## src/rtl/reqrsp_bank_responder_pkg.sv

```systemverilog
// Shared types for the bank responder: tag-pipeline stage and response-buffer entry.
// Bus widths are fixed here; the top checks its parameters against them.
package reqrsp_bank_pkg;

    localparam int unsigned MaxSramLatency = 3;
    localparam int unsigned BankNumInp     = 32;
    localparam int unsigned BankDataWidth  = 64;
    localparam int unsigned BankSrcWidth   = (BankNumInp > 1) ? $clog2(BankNumInp) : 1;

    typedef logic [BankSrcWidth-1:0]  src_t;
    typedef logic [BankDataWidth-1:0] data_t;

    typedef struct packed {
        logic valid;
        src_t src;
        logic write;
    } tag_stage_t;

    typedef struct packed {
        data_t data;
        src_t  src;
    } rsp_entry_t;

endpackage

```

## src/rtl/reqrsp_bank_responder_if.sv

```systemverilog
// Request/response/SRAM bundle between the crossbar port, the responder and its SRAM bank.
interface reqrsp_bank_responder_if #(
    parameter int unsigned AddrWidth = 10,
    parameter int unsigned DataWidth = 64,
    parameter int unsigned SrcWidth  = 5
);
    localparam int unsigned StrbWidth = DataWidth / 8;

    logic [AddrWidth-1:0] req_addr;
    logic                 req_write;
    logic [DataWidth-1:0] req_wdata;
    logic [StrbWidth-1:0] req_strb;
    logic [SrcWidth-1:0]  req_src;
    logic                 req_valid;
    logic                 req_ready;

    logic [DataWidth-1:0] rsp_data;
    logic [SrcWidth-1:0]  rsp_dst;
    logic                 rsp_valid;
    logic                 rsp_ready;

    logic                 sram_req;
    logic                 sram_we;
    logic [AddrWidth-1:0] sram_addr;
    logic [DataWidth-1:0] sram_wdata;
    logic [StrbWidth-1:0] sram_be;
    logic [DataWidth-1:0] sram_rdata;

    // Master is the crossbar side plus the SRAM model; slave is the responder.
    modport master (
        output req_addr, req_write, req_wdata, req_strb, req_src, req_valid, rsp_ready,
        output sram_rdata,
        input  req_ready, rsp_data, rsp_dst, rsp_valid,
        input  sram_req, sram_we, sram_addr, sram_wdata, sram_be
    );

    modport slave (
        input  req_addr, req_write, req_wdata, req_strb, req_src, req_valid, rsp_ready,
        input  sram_rdata,
        output req_ready, rsp_data, rsp_dst, rsp_valid,
        output sram_req, sram_we, sram_addr, sram_wdata, sram_be
    );

endinterface

```

## src/rtl/reqrsp_bank_responder_fifo.sv

```systemverilog
// Response buffer in the style of common_cells fifo_v3: optional fall-through, any depth.
module reqrsp_bank_responder_fifo #(
    parameter bit          FALL_THROUGH = 1'b0,
    parameter int unsigned DEPTH        = 4,
    parameter type         dtype        = logic
) (
    input  logic clk_i,
    input  logic rst_i,
    output logic full_o,
    output logic empty_o,
    input  dtype data_i,
    input  logic push_i,
    output dtype data_o,
    input  logic pop_i
);
    localparam int unsigned PtrW = (DEPTH > 1) ? $clog2(DEPTH) : 1;
    localparam int unsigned CntW = $clog2(DEPTH + 1);
    typedef logic [PtrW-1:0] ptr_t;
    typedef logic [CntW-1:0] cnt_t;

    dtype mem_q [DEPTH];
    dtype mem_d [DEPTH];
    ptr_t rd_q, rd_d, wr_q, wr_d;
    cnt_t cnt_q, cnt_d;
    logic bypass, push_en, pop_en;

    function automatic ptr_t next_ptr(input ptr_t p);
        return (p == ptr_t'(DEPTH - 1)) ? '0 : p + 1'b1;
    endfunction

    assign full_o  = (cnt_q == cnt_t'(DEPTH));
    assign bypass  = FALL_THROUGH && (cnt_q == '0) && push_i;
    assign empty_o = (cnt_q == '0) && !bypass;
    assign data_o  = bypass ? data_i : mem_q[rd_q];
    assign push_en = push_i && !full_o;
    assign pop_en  = pop_i && !empty_o;

    always_comb begin
        mem_d = mem_q;
        rd_d  = rd_q;
        wr_d  = wr_q;
        cnt_d = cnt_q;
        // A bypassed word popped in the same cycle never touches storage.
        if (!(bypass && pop_en)) begin
            if (push_en) begin
                mem_d[wr_q] = data_i;
                wr_d        = next_ptr(wr_q);
            end
            if (pop_en) begin
                rd_d = next_ptr(rd_q);
            end
            cnt_d = cnt_q + cnt_t'(push_en) - cnt_t'(pop_en);
        end
    end

    always_ff @(posedge clk_i or posedge rst_i) begin
        if (rst_i) begin
            mem_q <= '{default: '0};
            rd_q  <= '0;
            wr_q  <= '0;
            cnt_q <= '0;
        end else begin
            mem_q <= mem_d;
            rd_q  <= rd_d;
            wr_q  <= wr_d;
            cnt_q <= cnt_d;
        end
    end

endmodule

```

## src/rtl/reqrsp_bank_responder.sv

```systemverilog
// Terminates one crossbar port on a fixed-latency SRAM bank, returning tagged responses in order.
// Define REQRSP_BANK_WRITE_ACK_EN to acknowledge writes; otherwise writes are posted.
module reqrsp_bank_responder
    import reqrsp_bank_pkg::*;
#(
    parameter int unsigned NumInp         = BankNumInp,
    parameter int unsigned AddrWidth      = 10,
    parameter int unsigned DataWidth      = BankDataWidth,
    parameter int unsigned SramLatency    = 1,
    parameter int unsigned NumOutstanding = 4
) (
    input  logic                   clk_i,
    input  logic                   rst_i,
    reqrsp_bank_responder_if.slave bus_io
);
    localparam int unsigned CntW = $clog2(NumOutstanding + 1);
    typedef logic [CntW-1:0] cnt_t;

    if (NumInp != BankNumInp || DataWidth != BankDataWidth) begin : g_bad_width
        $error("NumInp/DataWidth must match reqrsp_bank_pkg");
    end
    if (SramLatency < 1 || SramLatency > MaxSramLatency || NumOutstanding < SramLatency)
    begin : g_bad_latency
        $error("SramLatency must be 1..3 and not exceed NumOutstanding");
    end

    cnt_t                         credit_q, credit_d;
    tag_stage_t [SramLatency-1:0] stage_q, stage_d;
    rsp_entry_t                   push_entry, head_entry;
    logic accept, gen_rsp, rsp_hs, fifo_push, fifo_full, fifo_empty;

    assign bus_io.req_ready = (credit_q < cnt_t'(NumOutstanding));
    // Reset gating keeps the SRAM port quiet while rst_i is held.
    assign accept = bus_io.req_valid & bus_io.req_ready & ~rst_i;
`ifdef REQRSP_BANK_WRITE_ACK_EN
    assign gen_rsp = accept;
`else
    assign gen_rsp = accept & ~bus_io.req_write;
`endif
    assign rsp_hs = bus_io.rsp_valid & bus_io.rsp_ready;

    always_comb begin
        bus_io.sram_req   = accept;
        bus_io.sram_we    = accept & bus_io.req_write;
        bus_io.sram_addr  = accept ? bus_io.req_addr : AddrWidth'(0);
        bus_io.sram_wdata = accept ? bus_io.req_wdata : DataWidth'(0);
        bus_io.sram_be    = accept ? bus_io.req_strb : '0;
    end

    always_comb begin
        credit_d = credit_q;
        unique case ({gen_rsp, rsp_hs})
            2'b10:   credit_d = credit_q + 1'b1;
            2'b01:   credit_d = credit_q - 1'b1;
            default: credit_d = credit_q;
        endcase
    end

    always_comb begin
        stage_d[0] = '{valid: gen_rsp, src: bus_io.req_src, write: bus_io.req_write};
        for (int i = 1; i < SramLatency; i++) begin
            stage_d[i] = stage_q[i-1];
        end
    end

    always_ff @(posedge clk_i or posedge rst_i) begin
        if (rst_i) begin
            credit_q <= '0;
            stage_q  <= '0;
        end else begin
            credit_q <= credit_d;
            stage_q  <= stage_d;
        end
    end

    assign fifo_push       = stage_q[SramLatency-1].valid;
    assign push_entry.data = stage_q[SramLatency-1].write ? DataWidth'(0) : bus_io.sram_rdata;
    assign push_entry.src  = stage_q[SramLatency-1].src;

    reqrsp_bank_responder_fifo #(
        .FALL_THROUGH (1'b1),
        .DEPTH        (NumOutstanding),
        .dtype        (rsp_entry_t)
    ) u_rsp_fifo (
        .clk_i   (clk_i),
        .rst_i   (rst_i),
        .full_o  (fifo_full),
        .empty_o (fifo_empty),
        .data_i  (push_entry),
        .push_i  (fifo_push),
        .data_o  (head_entry),
        .pop_i   (rsp_hs)
    );

    always_comb begin
        bus_io.rsp_valid = ~fifo_empty;
        bus_io.rsp_data  = fifo_empty ? DataWidth'(0) : head_entry.data;
        bus_io.rsp_dst   = fifo_empty ? '0 : head_entry.src;
    end

    // Credits bound occupancy, so a push into a full buffer is a design bug.
    assert property (@(posedge clk_i) disable iff (rst_i) !(fifo_push && fifo_full));

endmodule

```

## src/flat_wrapper.sv

```systemverilog
// flat-port wrapper written by rule: the top's interface ports become plain ports
module reqrsp_bank_responder_flat import reqrsp_bank_pkg::*;
#(
    parameter int unsigned NumInp         = BankNumInp,
    parameter int unsigned AddrWidth      = 10,
    parameter int unsigned DataWidth      = BankDataWidth,
    parameter int unsigned SramLatency    = 1,
    parameter int unsigned NumOutstanding = 4
)
  (clk_i, rst_i, bus_io_req_addr, bus_io_req_write, bus_io_req_wdata, bus_io_req_strb, bus_io_req_src, bus_io_req_valid, bus_io_rsp_ready, bus_io_sram_rdata, bus_io_req_ready, bus_io_rsp_data, bus_io_rsp_dst, bus_io_rsp_valid, bus_io_sram_req, bus_io_sram_we, bus_io_sram_addr, bus_io_sram_wdata, bus_io_sram_be);
  reqrsp_bank_responder_if #(.AddrWidth(AddrWidth), .DataWidth(DataWidth), .SrcWidth((5))) bus_io_i ();
  input  logic clk_i;
  input  logic rst_i;
  input wire logic [$bits(bus_io_i.req_addr)-1:0] bus_io_req_addr;
  input wire logic [$bits(bus_io_i.req_write)-1:0] bus_io_req_write;
  input wire logic [$bits(bus_io_i.req_wdata)-1:0] bus_io_req_wdata;
  input wire logic [$bits(bus_io_i.req_strb)-1:0] bus_io_req_strb;
  input wire logic [$bits(bus_io_i.req_src)-1:0] bus_io_req_src;
  input wire logic [$bits(bus_io_i.req_valid)-1:0] bus_io_req_valid;
  input wire logic [$bits(bus_io_i.rsp_ready)-1:0] bus_io_rsp_ready;
  input wire logic [$bits(bus_io_i.sram_rdata)-1:0] bus_io_sram_rdata;
  output wire logic [$bits(bus_io_i.req_ready)-1:0] bus_io_req_ready;
  output wire logic [$bits(bus_io_i.rsp_data)-1:0] bus_io_rsp_data;
  output wire logic [$bits(bus_io_i.rsp_dst)-1:0] bus_io_rsp_dst;
  output wire logic [$bits(bus_io_i.rsp_valid)-1:0] bus_io_rsp_valid;
  output wire logic [$bits(bus_io_i.sram_req)-1:0] bus_io_sram_req;
  output wire logic [$bits(bus_io_i.sram_we)-1:0] bus_io_sram_we;
  output wire logic [$bits(bus_io_i.sram_addr)-1:0] bus_io_sram_addr;
  output wire logic [$bits(bus_io_i.sram_wdata)-1:0] bus_io_sram_wdata;
  output wire logic [$bits(bus_io_i.sram_be)-1:0] bus_io_sram_be;
  assign bus_io_i.req_addr = bus_io_req_addr;
  assign bus_io_i.req_write = bus_io_req_write;
  assign bus_io_i.req_wdata = bus_io_req_wdata;
  assign bus_io_i.req_strb = bus_io_req_strb;
  assign bus_io_i.req_src = bus_io_req_src;
  assign bus_io_i.req_valid = bus_io_req_valid;
  assign bus_io_i.rsp_ready = bus_io_rsp_ready;
  assign bus_io_i.sram_rdata = bus_io_sram_rdata;
  assign bus_io_req_ready = bus_io_i.req_ready;
  assign bus_io_rsp_data = bus_io_i.rsp_data;
  assign bus_io_rsp_dst = bus_io_i.rsp_dst;
  assign bus_io_rsp_valid = bus_io_i.rsp_valid;
  assign bus_io_sram_req = bus_io_i.sram_req;
  assign bus_io_sram_we = bus_io_i.sram_we;
  assign bus_io_sram_addr = bus_io_i.sram_addr;
  assign bus_io_sram_wdata = bus_io_i.sram_wdata;
  assign bus_io_sram_be = bus_io_i.sram_be;
  reqrsp_bank_responder #(.NumInp(NumInp), .AddrWidth(AddrWidth), .DataWidth(DataWidth), .SramLatency(SramLatency), .NumOutstanding(NumOutstanding)) u_core (.clk_i(clk_i), .rst_i(rst_i), .bus_io(bus_io_i));
endmodule
```

## config.mk

```make
export PLATFORM = sky130hd
export DESIGN_NAME = reqrsp_bank_responder_flat
export DESIGN_NICKNAME = d
export VERILOG_FILES = /design/src/rtl/reqrsp_bank_responder_pkg.sv /design/src/rtl/reqrsp_bank_responder_if.sv /design/src/rtl/reqrsp_bank_responder_fifo.sv /design/src/rtl/reqrsp_bank_responder.sv /design/src/flat_wrapper.sv
export SDC_FILE = /design/constraint.sdc
export NUM_CORES = 1
export LEC_CHECK = 0
export ABC_AREA = 1
export BUFFER_PORTS_ARGS = -buffer_cell sky130_fd_sc_hd__buf_4
export CAP_MARGIN = 40
export CORE_ASPECT_RATIO = 1.25
export CORE_MARGIN = 2
export CORE_UTILIZATION = 60
export CTS_CLUSTER_SIZE = 20
export DETAILED_ROUTE_END_ITERATION = 10
export PLACE_DENSITY = 0.86
export SLEW_MARGIN = 10
export SYNTH_ARGS = -nofsm -noshare
export SYNTH_HDL_FRONTEND = slang
export SYNTH_SLANG_ARGS = --single-unit
```

## constraint.sdc

```tcl
create_clock -name clk_i -period 29 [get_ports clk_i]
set_input_delay 5.8 -clock clk_i [delete_from_list [all_inputs] [get_ports clk_i]]
set_output_delay 5.8 -clock clk_i [all_outputs]
set_load 0.005 [all_outputs]
```

# After elaboration in Yosys (flattened, before gate mapping)
# Index checks and enable logic that the tools add are counted.
[word_totals] regBits=293 in_bits=156 word_cells=70
[classes] add_sub_neg=6 magnitude_cmp=4 n_eq_ne=5 n_mux=16 bitwise_logic=11 n_reduce_logical=13
[ops] op="276-bit bitwise mux" n=1
[ops] op="69-bit two-way mux" n=4
[ops] op="64-bit two-way mux" n=3
[ops] op="69-bit binary-select mux with 2-bit select" n=1
[ops] op="69-bit demux with 2-bit select" n=1
[ops] op="10-bit two-way mux" n=1
[ops] op="8-bit two-way mux" n=1
[ops] op="2-bit equality test (second input constant)" n=3
[ops] op="3-bit >= comparator (second input constant)" n=2
[ops] op="1-bit logical AND" n=6
[ops] op="2-bit inverter with 3-bit output" n=2
[ops] op="3-bit one-hot mux with 2 select lines" n=1
[ops] op="1-bit bitwise AND" n=5
[ops] op="5-bit two-way mux" n=1
[ops] op="2-bit by 1-bit adder with 2-bit output (second input constant)" n=2
[ops] op="2-bit two-way mux" n=2
[ops] op="1-bit inverter" n=4
[ops] op="2-bit AND reduction" n=2
[ops] op="3-bit by 1-bit adder with 3-bit output" n=1
[ops] op="3-bit by 1-bit adder with 3-bit output (second input constant)" n=1
[ops] op="3-bit equality test (second input constant)" n=1
[ops] op="1-bit logical NOT" n=3
[ops] op="3-bit logical NOT" n=1
[ops] op="3-bit by 1-bit less-than comparator with 1-bit output (second input constant)" n=1
[ops] op="other kinds (5)" n=5

# Depth between registers and ports, before layout
[depth] depth_word=10 depth_mapped=13

# Modules after synthesis
# A second synthesis with hierarchy kept.
[unflattened] cells_unflattened=2529 area_unflattened_um2=17281.6
[by_module_without_submodules] module="reqrsp_bank_responder_fifo" n_inst=1 cells_per_inst=2038 area_each_um2=14780.4 seq_area_each_um2=7081.8
[by_module_without_submodules] module="reqrsp_bank_responder" n_inst=1 cells_per_inst=491 area_each_um2=2501.1 seq_area_each_um2=250.2

# Worst setup path before layout
# Ideal clock, no wire load.
[synth_timing] path_kind="input-to-output" startpoint="in rst_i" endpoint="out bus_io_sram_wdata[31]" arrival_ps=13312 setup_slack_ps=9888 stages=5 cell_sequence="inv_1 > nand3_1 > clkbuf_1 > clkbuf_1 > nor2_1"
[synth_between] elab_chain_cells=3
[synth_rtl] element="from (decl)" line_no="flat_wrapper.sv:13" text="input logic rst_i;"
[synth_rtl] element="1-bit inverter" line_no="reqrsp_bank_responder.sv:34" text="assign accept = bus_io.req_valid & bus_io.req_ready & ~rst_i;"
[synth_rtl] element="1-bit bitwise AND" line_no="reqrsp_bank_responder.sv:34"
[synth_rtl] element="64-bit two-way mux" line_no="reqrsp_bank_responder.sv:46" text="bus_io.sram_wdata = accept ? bus_io.req_wdata : DataWidth'(0);"
[synth_rtl] element="to (decl)" line_no="flat_wrapper.sv:29" text="output wire logic [$bits(bus_io_i.sram_wdata)-1:0] bus_io_sram_wdata;"
# No other way between the ends.

# Worst setup path after layout
[layout_timing] startpoint="in rst_i" endpoint="out bus_io_sram_wdata[14]"
# Same word-level chain as after synthesis.

==> impl_results.md <==
* Outcome: finished, final reports clean
* CP Max Fanout at 90
* Share of cells above drive strength 1 at between 15 and 20%
* Post-Synthesis Cells at about 2,300
* Clock Skews at 0.01683 ns
* Cell taking the most area after synthesis: dfrtp_1
* GRT overflow at 0
* Routed via count at around 17,000
* Comb pwr share at 43.1%
* Max clock buf depth at 3
* Synth top area cells: dfrtp_1 45%, nand2_1 23%, nand4_1 11%
* Hold path start: u_core.u_rsp_fifo.mem_q[28]
* Clock-pin slew on the worst setup and hold paths at 0.06 ns
* Number of enable flip-flop cells after synthesis at 0
* Initial antenna violation count at 0
* Final slew viol count at 0
* Synth cell count leaders: 977 x nand2_1, 293 x dfrtp_1, 276 x nand4_1
* Final period util at 45.40%
* DRC violations left at 0
* Die W at about 150 µm
* Final hold vios at 0
* Core ar. at between 20,000 and 30,000 µm²
* Count leader, synth: nand2_1
* Worst slew pin tran at 1.077 ns
* Nets at 2,646
* RSZ-0062 raised after global routing: no
* Avg Inst Size Synth at 7.001 µm²
* Synth-to-Final Area Change at 21.74%
* WS Path Type: in -> out
* Register bit total from synthesis at about 290
* Io pins at between 300 and 400
* CP delay by family, top: buffers and inverters
* Slowest CP cell: inv_8
* VDD IR max at ~0.000084 V
* Final setup fails at 0
* CP cell instances: buf_4 -> inv_8 -> nand3_4 -> buf_16 -> nor2_1 -> buf_4
* Power Internal at about 1.1 mW
* Worst EP required at roughly 23 ns
* Syn nets at 2,471
* Top_reg_cell synth: dfrtp_1
* Die Y at 187.4 µm
* Detailed Routing Iterations Pass 1 at 8
* Most used cell, CP: buf_4
* First-pass GRT wire length at between 80 and 90 mm
* CTS Sinks at ~290
* Largest net degree at the start of global routing at ~260
* Synth top area share at a little under half
* Tot GR Track Use at about 37%
* Pwr Density at roughly 90 nW/µm²
* Post-layout minimum cycle time at between 10 and 15 ns
* R2r startpoint: u_core.u_rsp_fifo.cnt_q[1]
* Root buf cell: clkbuf_16
* Starting Density at between 60% and 70%
* Buf/Inv on CP at 4
* HPWL Detailed at 30.74 mm
* # rows at 67
* Clk pwr share at 21.7%
* Seq pwr share at between 30% and 40%
* Number of global-route vias before repair at between 15,000 and 20,000
* Sw Ratio at 40.71%
* TNS Setup at 0 ns
* Htree depth at 1
* Clock network latency to the later pin of the worst-skew pair at 0.55 ns
* Hold_ws at around 0.47 ns
* Fraction of registers with async set/reset at 100.0%
* Core Util, Final at about three quarters
* Net Sw Power at roughly 0.74 mW
* Startpoint class of the critical path: primary input
* WL final at 52.49 mm
* Mapped cell area at between 15,000 and 20,000 µm²
* Max frequency at roughly 76 MHz
* Worst path max stage delay at about 0.43 ns
* Syn. warnings at 0
* Resize count post-CTS at 0
* Max-slew headroom at the worst pin at around 28%
* Routed length per instance at 18.45 µm
* Distinct cells, synth at 24
* Placer congestion estimate at between 0.8 and 0.9
* Crit path from: rst_i
* Sequential element share of the synthesized area at between 40% and 50%
* Via density at around 5.9
* Starting DRC count in detailed routing at roughly 2,200
* Worst Hold Class: reg -> reg
* Fill cells at a little over 2,000
* # port buffers at 310
* Final antenna-violating net count at 0
* Cts hold-fix bufs at 0
* Worst setup EP type: output pin
* Tot Pwr at ~1.8 mW
* TritonCTS clock tree: built
* Inserted Diodes at 0
* TritonCTS Buffers at 28
* Max-cap violations at 0
* Setup bufs post-CTS at 0
* Leakage at ~11 nW
* Die ar. at roughly 28,000 µm²
* Critical Path AT at between 7 and 8 ns
path summary, 6_finish.rpt:
| kind | end | slack [ns] | depth (start not counted) |
|---|---|---|---|
| max | bus_io_sram_wdata[14] | 15.83 | 6 |
| min | u_core.u_rsp_fifo.mem_q[28] | 0.47 | 2 |
| max reg2reg | u_core.u_rsp_fifo.cnt_q[2] | 25.95 | 15 |
| min reg2reg | u_core.u_rsp_fifo.mem_q[28] | 0.47 | 2 |
| max in group asynchronous | u_core.u_rsp_fifo.mem_q[248] | 22.41 | 4 |
| min in group asynchronous | u_core.u_rsp_fifo.mem_q[12] | 5.34 | 2 |
flip-flops by register name, summed over array words and instances, names as in the netlist:
register and count:
u_core.u_rsp_fifo.rd_q 2, u_core.u_rsp_fifo.cnt_q 3, u_core.push_entry 5, u_core.credit_q 3
u_core.u_rsp_fifo.wr_q 2, u_core.stage_q 1, u_core.fifo_push 1, u_core.u_rsp_fifo.mem_q 276
power groups by stage:
stage	Sequential [mW]	Clock (mW)	Combinational (mW)
final	0.639	0.393	0.782
after global routing	0.652	0.411	0.856
after CTS	0.634	0.393	0.772
after detailed placement	0.639	0	0.767
after global placement	0.631	0	0.712
after floorplan	0.608	0	0.462
metrics by stage:
stage               cell area, µm²  std cells  worst slack, ns
CTS                          19620       2844            15.38
floorplan                    16140       2305            9.888
global route                 19650       2845            15.69
detailed placement           18630       2794            15.38
global placement             18280       2779            15.54
finish                       19650       2845            15.83
worst register-to-register path, stage by stage, from the launching register on:
cell,delay (ns)
dfrtp_1,0.42
nor2_4,0.20
nand2_2,0.10
buf_4,0.24
buf_16,0.26
inv_1,0.11
nand2_1,0.11
nand2_1,0.11
inv_1,0.05
ha_1,0.26
inv_1,0.04
ha_1,0.18
fa_1,0.41
xnor2_1,0.18
xor2_1,0.20
nor2_1,0.07
routing by layer:
| metal | track usage (%) | vias to the layer above | routed length, µm |
|---|---|---|---|
| met5 | 0 | - | 0 |
| met4 | 18.91 | 0 | 2582 |
| met3 | 7.073 | 192 | 5405 |
| met2 | 60.72 | 1036 | 25550 |
| met1 | 45.86 | 7925 | 18960 |
| li1 | - | 7754 | - |
layout make-up:
cell class	instances	area (µm²)	area share [%]
multi-input cells	1643	7377	37.55
flip-flops and latches	293	7338	37.35
repair buffers	343	2860	14.56
clock buffers	41	830.8	4.229
inverters	171	651.9	3.318
well taps	345	431.7	2.197
clock inverters	9	156.4	0.7961
logic make-up (layout without fill, tap and decap cells):
logic type / after synthesis / after routing / synth area share [%]
and+or+nand+nor: 1622 / 1622 / 43.89
buffers and inverters: 369 / 564 / 9.304
DFF: 293 / 293 / 45.43
adders and majority gates: 10 / 10 / 0.8684
AOI/OAI and AO/OA: 7 / 7 / 0.2868
xor gates and xnor gates: 4 / 4 / 0.2171
cells in the final DEF (no fill, tap or decap), drive strengths merged:
master    n
nand4   277
a21oi     2
nand3   213
o21ai     5
clkbuf   41
ha        8
inv     171
clkinv    5
nor2    153
fa        2
or2       1
buf     343
xnor2     2
dfrtp   293
nand2   978
bufinv    4
xor2      2
No activity file was read; power rests on OpenSTA's default activity.
